## config.mk

```make
export PLATFORM = sky130hd
export DESIGN_NAME = pattern_serializer
export DESIGN_NICKNAME = d
export VERILOG_FILES = /design/src/rtl/pattern_ser_pkg.sv /design/src/rtl/pattern_serializer_bit_timer.sv /design/src/rtl/pattern_serializer.sv
export SDC_FILE = /design/constraint.sdc
export NUM_CORES = 1
export LEC_CHECK = 0
export BUFFER_PORTS_ARGS = -buffer_cell sky130_fd_sc_hd__buf_4
export CORE_MARGIN = 5
export CORE_UTILIZATION = 45
export CTS_BUF_LIST = sky130_fd_sc_hd__clkbuf_16
export DETAILED_ROUTE_END_ITERATION = 10
export GPL_TIMING_DRIVEN = 0
export PLACE_DENSITY_LB_ADDON = 0.1
export SKIP_CTS_REPAIR_TIMING = 1
export SLEW_MARGIN = 10
export SYNTH_ARGS = -nofsm -noshare
export SYNTH_HDL_FRONTEND = slang
export SYNTH_SLANG_ARGS = --single-unit
```

## constraint.sdc

```tcl
create_clock -name iclk -period 5.6 [get_ports iclk]
set_input_delay 1.12 -clock iclk [delete_from_list [all_inputs] [get_ports iclk]]
set_output_delay 1.12 -clock iclk [all_outputs]
set_load 0.03 [all_outputs]
```

## src/rtl/pattern_ser_pkg.sv

```systemverilog
// Shared types, default widths and helpers for the pattern serializer.
package pattern_ser_pkg;

    typedef enum logic {
        IDLE  = 1'b0,
        SHIFT = 1'b1
    } state_e;

    localparam int unsigned PAT_W_DEF = 20;
    localparam int unsigned DIV_W_DEF = 16;
    localparam int unsigned RPT_W_DEF = 8;
    localparam int unsigned PAR_MAX_W = 64;

    // Even parity over a zero-extended pattern word.
    function automatic logic even_parity(input logic [PAR_MAX_W-1:0] v);
        return ^v;
    endfunction

endpackage

```

## src/rtl/pattern_serializer_bit_timer.sv

```systemverilog
// Loadable clocks-per-bit down-counter; flags the last cycle of a bit and
// pulses bit_stb on the first cycle after every load.
module pattern_serializer_bit_timer
    import pattern_ser_pkg::*;
#(
    parameter int unsigned DIV_W = DIV_W_DEF
) (
    input  logic             iclk,
    input  logic             irst_n,
    input  logic             load,
    input  logic             en,
    input  logic [DIV_W-1:0] load_val,
    output logic             tc_c,
    output logic             bit_stb
);

    logic [DIV_W-1:0] cnt_q;

    assign tc_c = (cnt_q == '0);

    always_ff @(posedge iclk) begin
        if (!irst_n) begin
            cnt_q   <= '0;
            bit_stb <= 1'b0;
        end else begin
            bit_stb <= load;
            if (load) begin
                cnt_q <= load_val;
            end else if (en && !tc_c) begin
                cnt_q <= cnt_q - 1'b1;
            end
        end
    end

endmodule

```

## src/rtl/pattern_serializer.sv

```systemverilog
// MSB-first pattern serializer with programmable bit time and frame repeats.
// Define PATTERN_SER_PARITY_EN to append an even-parity bit to every frame.
module pattern_serializer
    import pattern_ser_pkg::*;
#(
    parameter int unsigned PAT_W = PAT_W_DEF,
    parameter int unsigned DIV_W = DIV_W_DEF,
    parameter int unsigned RPT_W = RPT_W_DEF
) (
    input  logic             iclk,
    input  logic             irst_n,
    input  logic [PAT_W-1:0] pat_in,
    input  logic             pat_valid,
    output logic             pat_ready,
    input  logic [DIV_W-1:0] div,
    input  logic [RPT_W-1:0] rpt,
    input  logic             abort,
    output logic             sdo,
    output logic             sdo_en,
    output logic             bit_stb,
    output logic             frame_done,
    output logic             busy
);

    localparam int unsigned IDX_W = $clog2(PAT_W);
    localparam logic [IDX_W-1:0] IDX_TOP = IDX_W'(PAT_W - 1);

    state_e           state_q, state_d;
    logic [PAT_W-1:0] pat_q, pat_d;
    logic [DIV_W-1:0] div_q, div_d;
    logic [RPT_W-1:0] rpt_q, rpt_d;
    logic [RPT_W-1:0] frame_q, frame_d;
    logic [IDX_W-1:0] idx_q, idx_d;
    logic             ready_q;
    logic             accept;
    logic             tc;
    logic             tmr_load;
    logic [DIV_W-1:0] tmr_val;
    logic             frame_end;
    logic             sdo_d, sdo_en_d, frame_done_d, busy_d;
`ifdef PATTERN_SER_PARITY_EN
    logic             par_q, par_d;
`endif

    // ready_q keeps the handshake closed while reset is asserted.
    assign pat_ready = ready_q && (state_q == IDLE) && !abort;
    assign accept    = pat_valid && pat_ready;

    pattern_serializer_bit_timer #(
        .DIV_W(DIV_W)
    ) u_bit_timer (
        .iclk     (iclk),
        .irst_n   (irst_n),
        .load     (tmr_load),
        .en       (state_q == SHIFT),
        .load_val (tmr_val),
        .tc_c     (tc),
        .bit_stb  (bit_stb)
    );

    // Next-state, shadow capture and registered-output values.
    always_comb begin
        state_d      = state_q;
        pat_d        = pat_q;
        div_d        = div_q;
        rpt_d        = rpt_q;
        frame_d      = frame_q;
        idx_d        = idx_q;
        tmr_load     = 1'b0;
        tmr_val      = div_q;
        frame_end    = 1'b0;
        frame_done_d = 1'b0;
`ifdef PATTERN_SER_PARITY_EN
        par_d        = par_q;
`endif

        case (state_q)
            IDLE: begin
                if (accept) begin
                    state_d  = SHIFT;
                    pat_d    = pat_in;
                    div_d    = div;
                    rpt_d    = rpt;
                    frame_d  = '0;
                    idx_d    = IDX_TOP;
                    tmr_load = 1'b1;
                    tmr_val  = div;
`ifdef PATTERN_SER_PARITY_EN
                    par_d    = 1'b0;
`endif
                end
            end
            SHIFT: begin
                if (abort) begin
                    state_d = IDLE;
                end else if (tc) begin
`ifdef PATTERN_SER_PARITY_EN
                    if (par_q) begin
                        frame_end = 1'b1;
                    end else if (idx_q == '0) begin
                        par_d    = 1'b1;
                        tmr_load = 1'b1;
                    end else begin
                        idx_d    = idx_q - 1'b1;
                        tmr_load = 1'b1;
                    end
`else
                    if (idx_q == '0) begin
                        frame_end = 1'b1;
                    end else begin
                        idx_d    = idx_q - 1'b1;
                        tmr_load = 1'b1;
                    end
`endif
                    if (frame_end) begin
                        frame_done_d = 1'b1;
                        // frame_q only increments while below rpt_q, so it never wraps.
                        if (frame_q < rpt_q) begin
                            frame_d  = frame_q + 1'b1;
                            idx_d    = IDX_TOP;
                            tmr_load = 1'b1;
`ifdef PATTERN_SER_PARITY_EN
                            par_d    = 1'b0;
`endif
                        end else begin
                            state_d = IDLE;
                        end
                    end
                end
            end
            default: begin
                state_d = IDLE;
            end
        endcase

        busy_d   = (state_d == SHIFT);
        sdo_en_d = busy_d;
        sdo_d    = busy_d ? pat_d[idx_d] : 1'b0;
`ifdef PATTERN_SER_PARITY_EN
        if (busy_d && par_d) begin
            sdo_d = even_parity(PAR_MAX_W'(pat_d));
        end
`endif
    end

    always_ff @(posedge iclk) begin
        if (!irst_n) begin
            state_q    <= IDLE;
            pat_q      <= '0;
            div_q      <= '0;
            rpt_q      <= '0;
            frame_q    <= '0;
            idx_q      <= '0;
            ready_q    <= 1'b0;
            sdo        <= 1'b0;
            sdo_en     <= 1'b0;
            frame_done <= 1'b0;
            busy       <= 1'b0;
`ifdef PATTERN_SER_PARITY_EN
            par_q      <= 1'b0;
`endif
        end else begin
            state_q    <= state_d;
            pat_q      <= pat_d;
            div_q      <= div_d;
            rpt_q      <= rpt_d;
            frame_q    <= frame_d;
            idx_q      <= idx_d;
            ready_q    <= 1'b1;
            sdo        <= sdo_d;
            sdo_en     <= sdo_en_d;
            frame_done <= frame_done_d;
            busy       <= busy_d;
`ifdef PATTERN_SER_PARITY_EN
            par_q      <= par_d;
`endif
        end
    end

endmodule
```

Word level (Yosys, flattened, before mapping)
Cells that the tools add are included.

Register bits: 78. Bits of input ports: 48. Output and inout port bits: 6. Logic and storage cells: 76.

Add/subtract/negate cells: 3. $lt $le $gt $ge: 2. Eq/ne operators: 5. Multiplexer cells: 39. Bitwise logic cells: 3. Reduce and logical (&&, ||, !) cells: 13.

Operator list (number): $mux 16 (4); $mux 20 (2); $mux 8 (5); $mux 5 (6); $mux 1 (17); $logic_not 16->1 (1); $pmux 8 s2 (1); $sub 16x1->16 const B (1); $pmux 5 s2 (1); $add 8x1->8 const B (1); $lt 8x8->1 (1); $lt 5x6->1 const B (1); $ne 2x1->1 const B (3); $bmux 1 s5 (1); $logic_not 5->1 (1); $reduce_and 5->1 (1); $sub 5x1->5 const B (1); $logic_and 1x1->1 (4); $ne 2x2->1 const B (2); $pmux 1 s2 (2); $reduce_and 2->1 (2); $reduce_or 4->1 (1); $not 1->1 (3); $logic_not 1->1 (2); $reduce_bool 2->1 (1).

Logic depth before layout (Yosys ltp)
Gate-level depths: netlist (run 1).

Depth in word-level cells: 11. Depth in mapped cells: 13. Gate-level depth less buffers: 11.

Cells and area by module
From an unflattened synthesis (run 1), not the netlist that was laid out.

Cells, all modules: 486. Area total of the unflattened synthesis: 4032.6 um2.

By module, submodules not included: pattern_serializer (times used 1, cells an instance 372, area each 3024.2 um2, sequential area each 1221.2 um2); pattern_serializer_bit_timer (times used 1, cells an instance 114, area each 1008.5 um2, sequential area each 340.3 um2).

Worst setup path before layout (run 1)
No wires, ideal clock.

Kind: in2reg. From: input abort. To: register sdo. Library setup time: 0.116 ns. Arrival time: 3.440 ns. Data required time: 5.484 ns. Setup slack: 2.043 ns. Stages: 9. Buffers on the path: 1. Cell sequence: nor3b_1 -> and2_1 -> a31oi_4 -> a21oi_2 -> buf_6 -> mux2_4 -> o2111ai_2 -> nand4b_1 -> o211a_1.

Cells in the longest elaborated chain, start to end: 7. Elaborated cells on any way between the ends: 14. Those cells by class: 10 x mux; 4 x reduce/logical.

Ends and longest elaborated chain: from (decl) (line pattern_serializer.sv:17) `input logic abort,`; $logic_not 1->1 (line pattern_serializer.sv:46) `assign pat_ready = ready_q && (state_q == IDLE) && !abort;`; $logic_and 1x1->1 (line pattern_serializer.sv:46); $logic_and 1x1->1 (line pattern_serializer.sv:47) `assign accept = pat_valid && pat_ready;`; $mux 5 / $mux 20 (equally long branches) (line pattern_serializer.sv:79) `if (accept) begin`; $pmux 5 s2 / $mux 20 (equally long branches) (line pattern_serializer.sv:77) `case (state_q)`; $bmux 1 s5 (line pattern_serializer.sv:138) `sdo_d = busy_d ? pat_d[idx_d] : 1'b0;`; $mux 1 (implied by the code) (line pattern_serializer.sv:138); to (signal assigned) (line pattern_serializer.sv:170) `sdo <= sdo_d;`; to (decl) (line pattern_serializer.sv:18) `output logic sdo,`.

Several ways; a longest one is shown, not always the timed one. The select of a mux whose other input is x is not followed. A chain may end at the register's enable or synchronous reset.

Worst setup path after layout (run 1)
From: input abort. To: register div_q[3].

Cells in the longest elaborated chain, start to end: 5.

Ends and longest elaborated chain: $logic_not 1->1 (line pattern_serializer.sv:46); $logic_and 1x1->1 (line pattern_serializer.sv:46); $logic_and 1x1->1 (line pattern_serializer.sv:47); $mux 16 (2 in a row); to (signal assigned) (line pattern_serializer.sv:165) `div_q <= div_d;`; to (decl) (line pattern_serializer.sv:30) `logic [DIV_W-1:0] div_q, div_d;`.

No other way between the ends.

==> results of run 1 <==
## kinds of logic (layout without fill, tap and decap cells)
group                    count (synthesis)  in the layout  synth area share
AO/OA/AOI/OAI                          120            120            0.1900
buffers and inverters                   40            108           0.04456
AND/OR/NAND/NOR                        187            187            0.2323
XOR/XNOR                                19             19           0.04358
flip-flops                              78             78            0.4089
adder cells (fa/ha/maj)                 11             11           0.03604
multiplexers                            15             15           0.04456
## area by class of cell
type                       count  area (um^2)
buffer                        25        113.9
clock buffer                   9        225.2
clock inverter                 6        23.77
fill                         829         3661
inverter                      15        56.30
multi-input combinational    352         2087
sequential                    78         1562
tap                          105        131.4
timing repair buffer          53        397.9
## cell usage after synthesis, types with 4 or more instances
library cell	count	area share
nand2_1	104	0.10
dfxtp_1	78	0.41
a21oi_1	66	0.087
nor2_1	31	0.030
clkbuf_1	21	0.021
o21ai_0	16	0.021
inv_1	14	0.014
ha_1	11	0.036
xnor2_1	10	0.023
xor2_1	9	0.021
mux2i_1	8	0.021
nand3_1	7	0.0092
nand4_1	6	0.0098
a211oi_1	5	0.0098
and2_1	5	0.0082
nor4_1	5	0.0082
a31oi_1	4	0.0066
and3_1	4	0.0066
mux2_2	4	0.012
nor2b_1	4	0.0066
## metal layers
metal	track usage	up-vias	part of all wire
met5	0	-	0
met4	0.08073	0	0.019
met3	0.03754	15	0.064
met2	0.3073	101	0.46
met1	0.2630	1613	0.46
li1	-	1755	-
## final timing paths
path	end	slack, ps	cells after the start
max	div_q[3]$_SDFF_PN0_	2250	8
min	pat_q[16]$_SDFF_PN0_	450	2
max reg2reg	div_q[3]$_SDFF_PN0_	2500	8
min reg2reg	pat_q[16]$_SDFF_PN0_	450	2
## power by group
| part | total (mW) | switching (mW) | internal, mW |
|---|---|---|---|
| sequential | 0.597 | 0.0189 | 0.578 |
| clock | 0.499 | 0.211 | 0.289 |
| combinational | 0.185 | 0.102 | 0.0832 |
## state kept, by name, indices dropped and copies added, names as in the netlist
name / flops
frame_done: 1
div_q: 16
state_q: 1
idx_q: 5
sdo: 1
rpt_q: 8
u_bit_timer.bit_stb: 1
u_bit_timer.cnt_q: 16
ready_q: 1
frame_q: 8
pat_q: 20
## through the flow
stage / setup slack (ps) / hold slack (ps) / instance area (um^2)
6_report: 2254 / 451.9 / 4597
5_1_grt: 2143 / 473.1 / 4597
4_1_cts: 2283 / 455.3 / 4597
3_5_place_dp: 1947 / 446.9 / 4348
3_3_place_gp: 1976 / 439.8 / 4348
2_1_floorplan: 2043 / 431.8 / 3819
## worst register-to-register path: stages, from the launching register on
cell and delay, ps:
dfxtp_1 340, clkbuf_1 250, nor3b_1 530, and2_1 350, buf_2 320, clkbuf_1 490, clkbuf_1 500, nand2_1 120
a21oi_1 130
==> out/results.ini, run 1 <==
[sta]
max_freq_ghz=0.2988
maxSlewHeadroom=0.4262
tightestPinTransition_ps=848.7
hold_viol=0
drv_slew=0
finalSetupViolations=0
rsz0062_at_grt=false
min_period_ps=3346
worst_clock_skew_ps=5.931
fin_crit_sh=0.5976
tns_ps=0

[setup_path]
crit_arrival_ps=3600
path_delay_family=buffers and inverters
path_cells=buf_4 -> nor3b_1 -> and2_1 -> buf_2 -> clkbuf_1 -> clkbuf_1 -> nand2_1 -> a21oi_1
path_max_fanout=10
end_kind=register
start_kind=input port
cp.required_ps=5860
crit_start=abort
crit_top_cell=clkbuf_1
critPathMaxStageDelay_ps=490
r2r-start=state_q$_SDFF_PN0_
cp_slowest_cell=clkbuf_1
worstSetupPathType=in2reg
cp.buffers_inverters=4

[synthesis]
synth.avg_cell_area_um2=8.125
ys_seq_elements=78
async_flop_share=0
syn_area_um2=3819
ys_types=59
synth_cells=470
synthFlopType=dfxtp_1
ys_warn_count=0
yosysSeqAreaShare=0.4089
synth_edf_count=0
syn_nets=529

[place]
dpl.hpwl_mm=7.062
port_buffers=53
gp_congestion=0.8717
placed_cells=628

[power_and_ir_drop]
p_leak_nw=1.821
finalPower_mw=1.281
ir_drop_mv=0.1431
power.density_nw_per_um2=278.7

[clock_tree]
numCtsBuffers=9
htreeDepth=3
clock_path_buffers=2
clock-sinks=78
tritoncts=built
worst_skew_pair.late_latency_ps=330
cts_root_buffer=clkbuf_16
clk_pin_slew_ps=60

[cells_and_area]
antenna_cells=0
final_cell_mix=nand2_1 (104), dfxtp_1 (78), a21oi_1 (66), buf_4 (54), nor2_1 (31)
instances_no_fill=643
drive_gt1_frac=0.1654
nets=593
area_growth_pct=20.38
mostFrequentLayoutCell=nand2_1
final_util=0.5567

[global_route]
antenna_found_initial=0
grt_overflow=0
grt_pass1_wl_mm=15.87
grt_use_total=0.1953
grt_pass1_vias=3265
grt_max_degree=12

[route]
wire_per_inst_um=15.07
wirelength_mm=9.688
viasPerCell=5.418
first_pass_iters=5
ant_nets=0
drc=0
first_iter_violations=177
vias=3484

[floorplan]
ios=54
fp.dieW_um=102.1
fp.dieH_um=102.1
rows=33
coreArea_um2=8258
die-area_um2=10430
initial_core_util=0.4624

[outcome]
status=complete, no violations

[min_path]
hold_start=pat_q[16]$_SDFF_PN0_
min-delay-path-class=reg2reg

[run]
cap_violations=0

Note: power is estimated with default switching activity, not from simulation.
==> inputs of run 2 (changes only) <==
==> constraint.sdc (replaced) <==
create_clock -name iclk -period 2.7 [get_ports iclk]
set_input_delay 0.54 -clock iclk [delete_from_list [all_inputs] [get_ports iclk]]
set_output_delay 0.54 -clock iclk [all_outputs]
set_load 0.03 [all_outputs]
==> run 2 against run 1 <==
  * The run now ends with negative setup slack left
  * Clock power grew to 2.6 times the previous value
  * Non-clock buffer count grew 7
  * Largest power group is now the clock network
  * Global-route usage grew 0.79 points
  * Flip-flop and latch count is the same
  * Critical path type is now reg2reg
  * Count of clock-buffer cells in the layout is the same
  * Final cell count grew 1.2%
  * Via count grew 2.5%
  * First-iteration DRC count shrank 21%
  * Sequential share of layout area shrank 1.5 points
  * Sequential power grew 110%
==> out/results.ini, run 2 (synthesized netlist as in run 1, its figures left out) <==
[setup_path]
path_cells=inv_1 -> ha_4 -> nand2_2 -> a211o_1 -> or3_4 -> a31oi_4 -> a21oi_2 -> buf_6 -> mux2_4 -> o2111ai_4 -> nand4b_1 -> o211a_1  ; was buf_4 -> nor3b_1 -> and2_1 -> buf_2 -> clkbuf_1 -> clkbuf_1 -> nand2_1 -> a21oi_1
crit_arrival_ps=3070  ; was 3600 ps
r2r-start=rpt_q[7]$_SDFFE_PN0P_  ; was state_q$_SDFF_PN0_
reg2regPathDepth=12  ; was 8
reg2reg_slack_ps=-140  ; was 2500 ps
start_kind=register  ; was input port
cp_slowest_cell=or3_4  ; was clkbuf_1
worstSetupPathType=reg2reg  ; was in2reg
cp.required_ps=2930  ; was 5860 ps
r2r-end=sdo$_SDFF_PN0_  ; was div_q[3]$_SDFF_PN0_
cp_num_cells=12  ; was 8
path_delay_family=compound AO/OA/AOI/OAI gates  ; was buffers and inverters
cp.buffers_inverters=2  ; was 4
end_kind=register  ; unchanged
critPathMaxStageDelay_ps=360  ; was 490 ps
path_max_fanout=8  ; was 10

[cells_and_area]
final_cell_mix=nand2_1 (103), dfxtp_1 (72), a21oi_1 (66), buf_4 (61), nor2_1 (31)  ; was nand2_1 (104), dfxtp_1 (78), a21oi_1 (66), buf_4 (54), nor2_1 (31)
instances_no_fill=651  ; was 643
drive_gt1_frac=0.2363  ; was 0.1654
top_register=pat_q  ; unchanged
area_growth_pct=26.74  ; was 20.38%
antenna_cells=0  ; unchanged
mostFrequentLayoutCell=nand2_1  ; unchanged
largest_reg_flops=20  ; unchanged
top_regs=pat_q x20, div_q x16, u_bit_timer.cnt_q x16  ; unchanged
nets=600  ; was 593

[route]
ant_nets=0  ; unchanged
drc=0  ; unchanged
wire_per_inst_um=15.72  ; was 15.07 um
vias=3571  ; was 3484
first_iter_violations=140  ; was 177
wirelength_mm=10.23  ; was 9.688 mm
first_pass_iters=4  ; was 5
viasPerCell=5.485  ; was 5.418

[global_route]
antenna_found_initial=0  ; unchanged
grt_overflow=0  ; unchanged
grt_max_degree=14  ; was 12
grt_pass1_wl_mm=16.39  ; was 15.87 mm
grt_pass1_vias=3374  ; was 3265
grt_use_total=0.2032  ; was 0.1953

[clock_tree]
clock_path_buffers=2  ; unchanged
cts_root_buffer=clkbuf_16  ; unchanged
clk_pin_slew_ps=60  ; about the same
clock-sinks=78  ; unchanged
htreeDepth=3  ; unchanged
tritoncts=built  ; unchanged
numCtsBuffers=9  ; unchanged
worst_skew_pair.late_latency_ps=340  ; was 330 ps

[floorplan]
rows=33  ; unchanged
die-area_um2=10430  ; unchanged
fp.dieW_um=102.1  ; unchanged
initial_core_util=0.4624  ; unchanged
ios=54  ; unchanged
coreArea_um2=8258  ; unchanged
fp.dieH_um=102.1  ; unchanged

[sta]
rsz0062_at_grt=true  ; was false
worst_clock_skew_ps=8.263  ; was 5.931 ps
hold_viol=0  ; unchanged
fin_crit_sh=1.052
setup_ws_ps=-141.5  ; was 2254 ps
drv_slew=0  ; unchanged
finalSetupViolations=1  ; was 0
fin_hold_ws_ps=317.4  ; was 451.9 ps
maxSlewHeadroom=0.6074  ; was 0.4262
tightestPinTransition_ps=586.7  ; was 848.7 ps
max_freq_ghz=0.3519
min_period_ps=2842

[min_path]
min-delay-path-class=in2reg  ; was reg2reg
hold_start=irst_n  ; was pat_q[16]$_SDFF_PN0_
hold_depth=1  ; was 2
min_delay_worst_endpoint=ready_q$_DFF_P_  ; was pat_q[16]$_SDFF_PN0_

[place]
placed_cells=628  ; unchanged
port_buffers=53  ; unchanged
gp_congestion=0.8260  ; was 0.8717
dpl.hpwl_mm=7.204  ; was 7.062 mm

[outcome]
status=complete, but fails checks  ; was complete, no violations
violations=negative setup slack

[power_and_ir_drop]
power.density_nw_per_um2=610.3  ; was 278.7 nW/um^2
finalPower_mw=2.953  ; was 1.281 mW
ir_drop_mv=0.2863  ; was 0.1431 mV
p_leak_nw=1.940  ; was 1.821 nW

[run]
cap_violations=0  ; unchanged

==> run 2: cell types whose count changed in the layout (fill, tap and decap cells not counted), sizes merged <==
cell      previous run  this run
bufinv               0         2
inv                 18        16
clkinvlp             0         1
buf                 57        65
clkbuf              30        29
==> run 2: worst max-delay path by stage <==
stage	from	endpoint
global placement	rpt_q[1]$_SDFFE_PN0P_	sdo$_SDFF_PN0_
CTS	rpt_q[1]$_SDFFE_PN0P_	sdo$_SDFF_PN0_
global route	rpt_q[6]$_SDFFE_PN0P_	sdo$_SDFF_PN0_
detailed placement	rpt_q[1]$_SDFFE_PN0P_	sdo$_SDFF_PN0_
finish	rpt_q[7]$_SDFFE_PN0P_	sdo$_SDFF_PN0_
floorplan	state_q$_SDFF_PN0_	sdo$_SDFF_PN0_
==> run 2: final cells by class <==
class                           count  area (um^2)
Fill cell                         786         3418
Multi-Input combinational cell    352         2193
Timing Repair Buffer               60        450.4
Clock buffer                        9        225.2
Clock inverter                      7        90.09
Buffer                             25        123.9
Inverter                           15        56.30
Sequential cell                    78         1569
Tap cell                          105        131.4
==> run 2: power by group <==
part / internal (mW) / total, mW / switching, mW
Combinational: 0.193 / 0.414 / 0.221
Clock: 0.804 / 1.30 / 0.493
Sequential: 1.20 / 1.24 / 0.0435
==> run 2: worst register-to-register path, delay by kind of cell, from the launching register on <==
kind	cells	cell delay [ps]
compound gates	5	1040
fa+ha+maj	1	270
buf+inv	2	210
flops	1	330
mux	1	320
simple gates	3	570
==> run 2: routing by layer <==
metal,wire length (um),global-route usage
met5,0,0
met4,231,0.1009
met3,497,0.03754
met2,4755,0.3183
met1,4750,0.2689
==> run 2: through the flow <==
step | TNS, ps | utilization | cell area (um^2) | worst slack [ps]
global placement | -1071 | 0.5280 | 4360 | -375.2
detailed placement | -1419 | 0.5280 | 4360 | -369.6
floorplan | 0 | - | 3831 | 24.92
global route | -235.5 | 0.5861 | 4840 | -235.5
CTS | -427.4 | 0.5662 | 4676 | -413.8
finish | -141.5 | 0.5861 | 4840 | -141.5
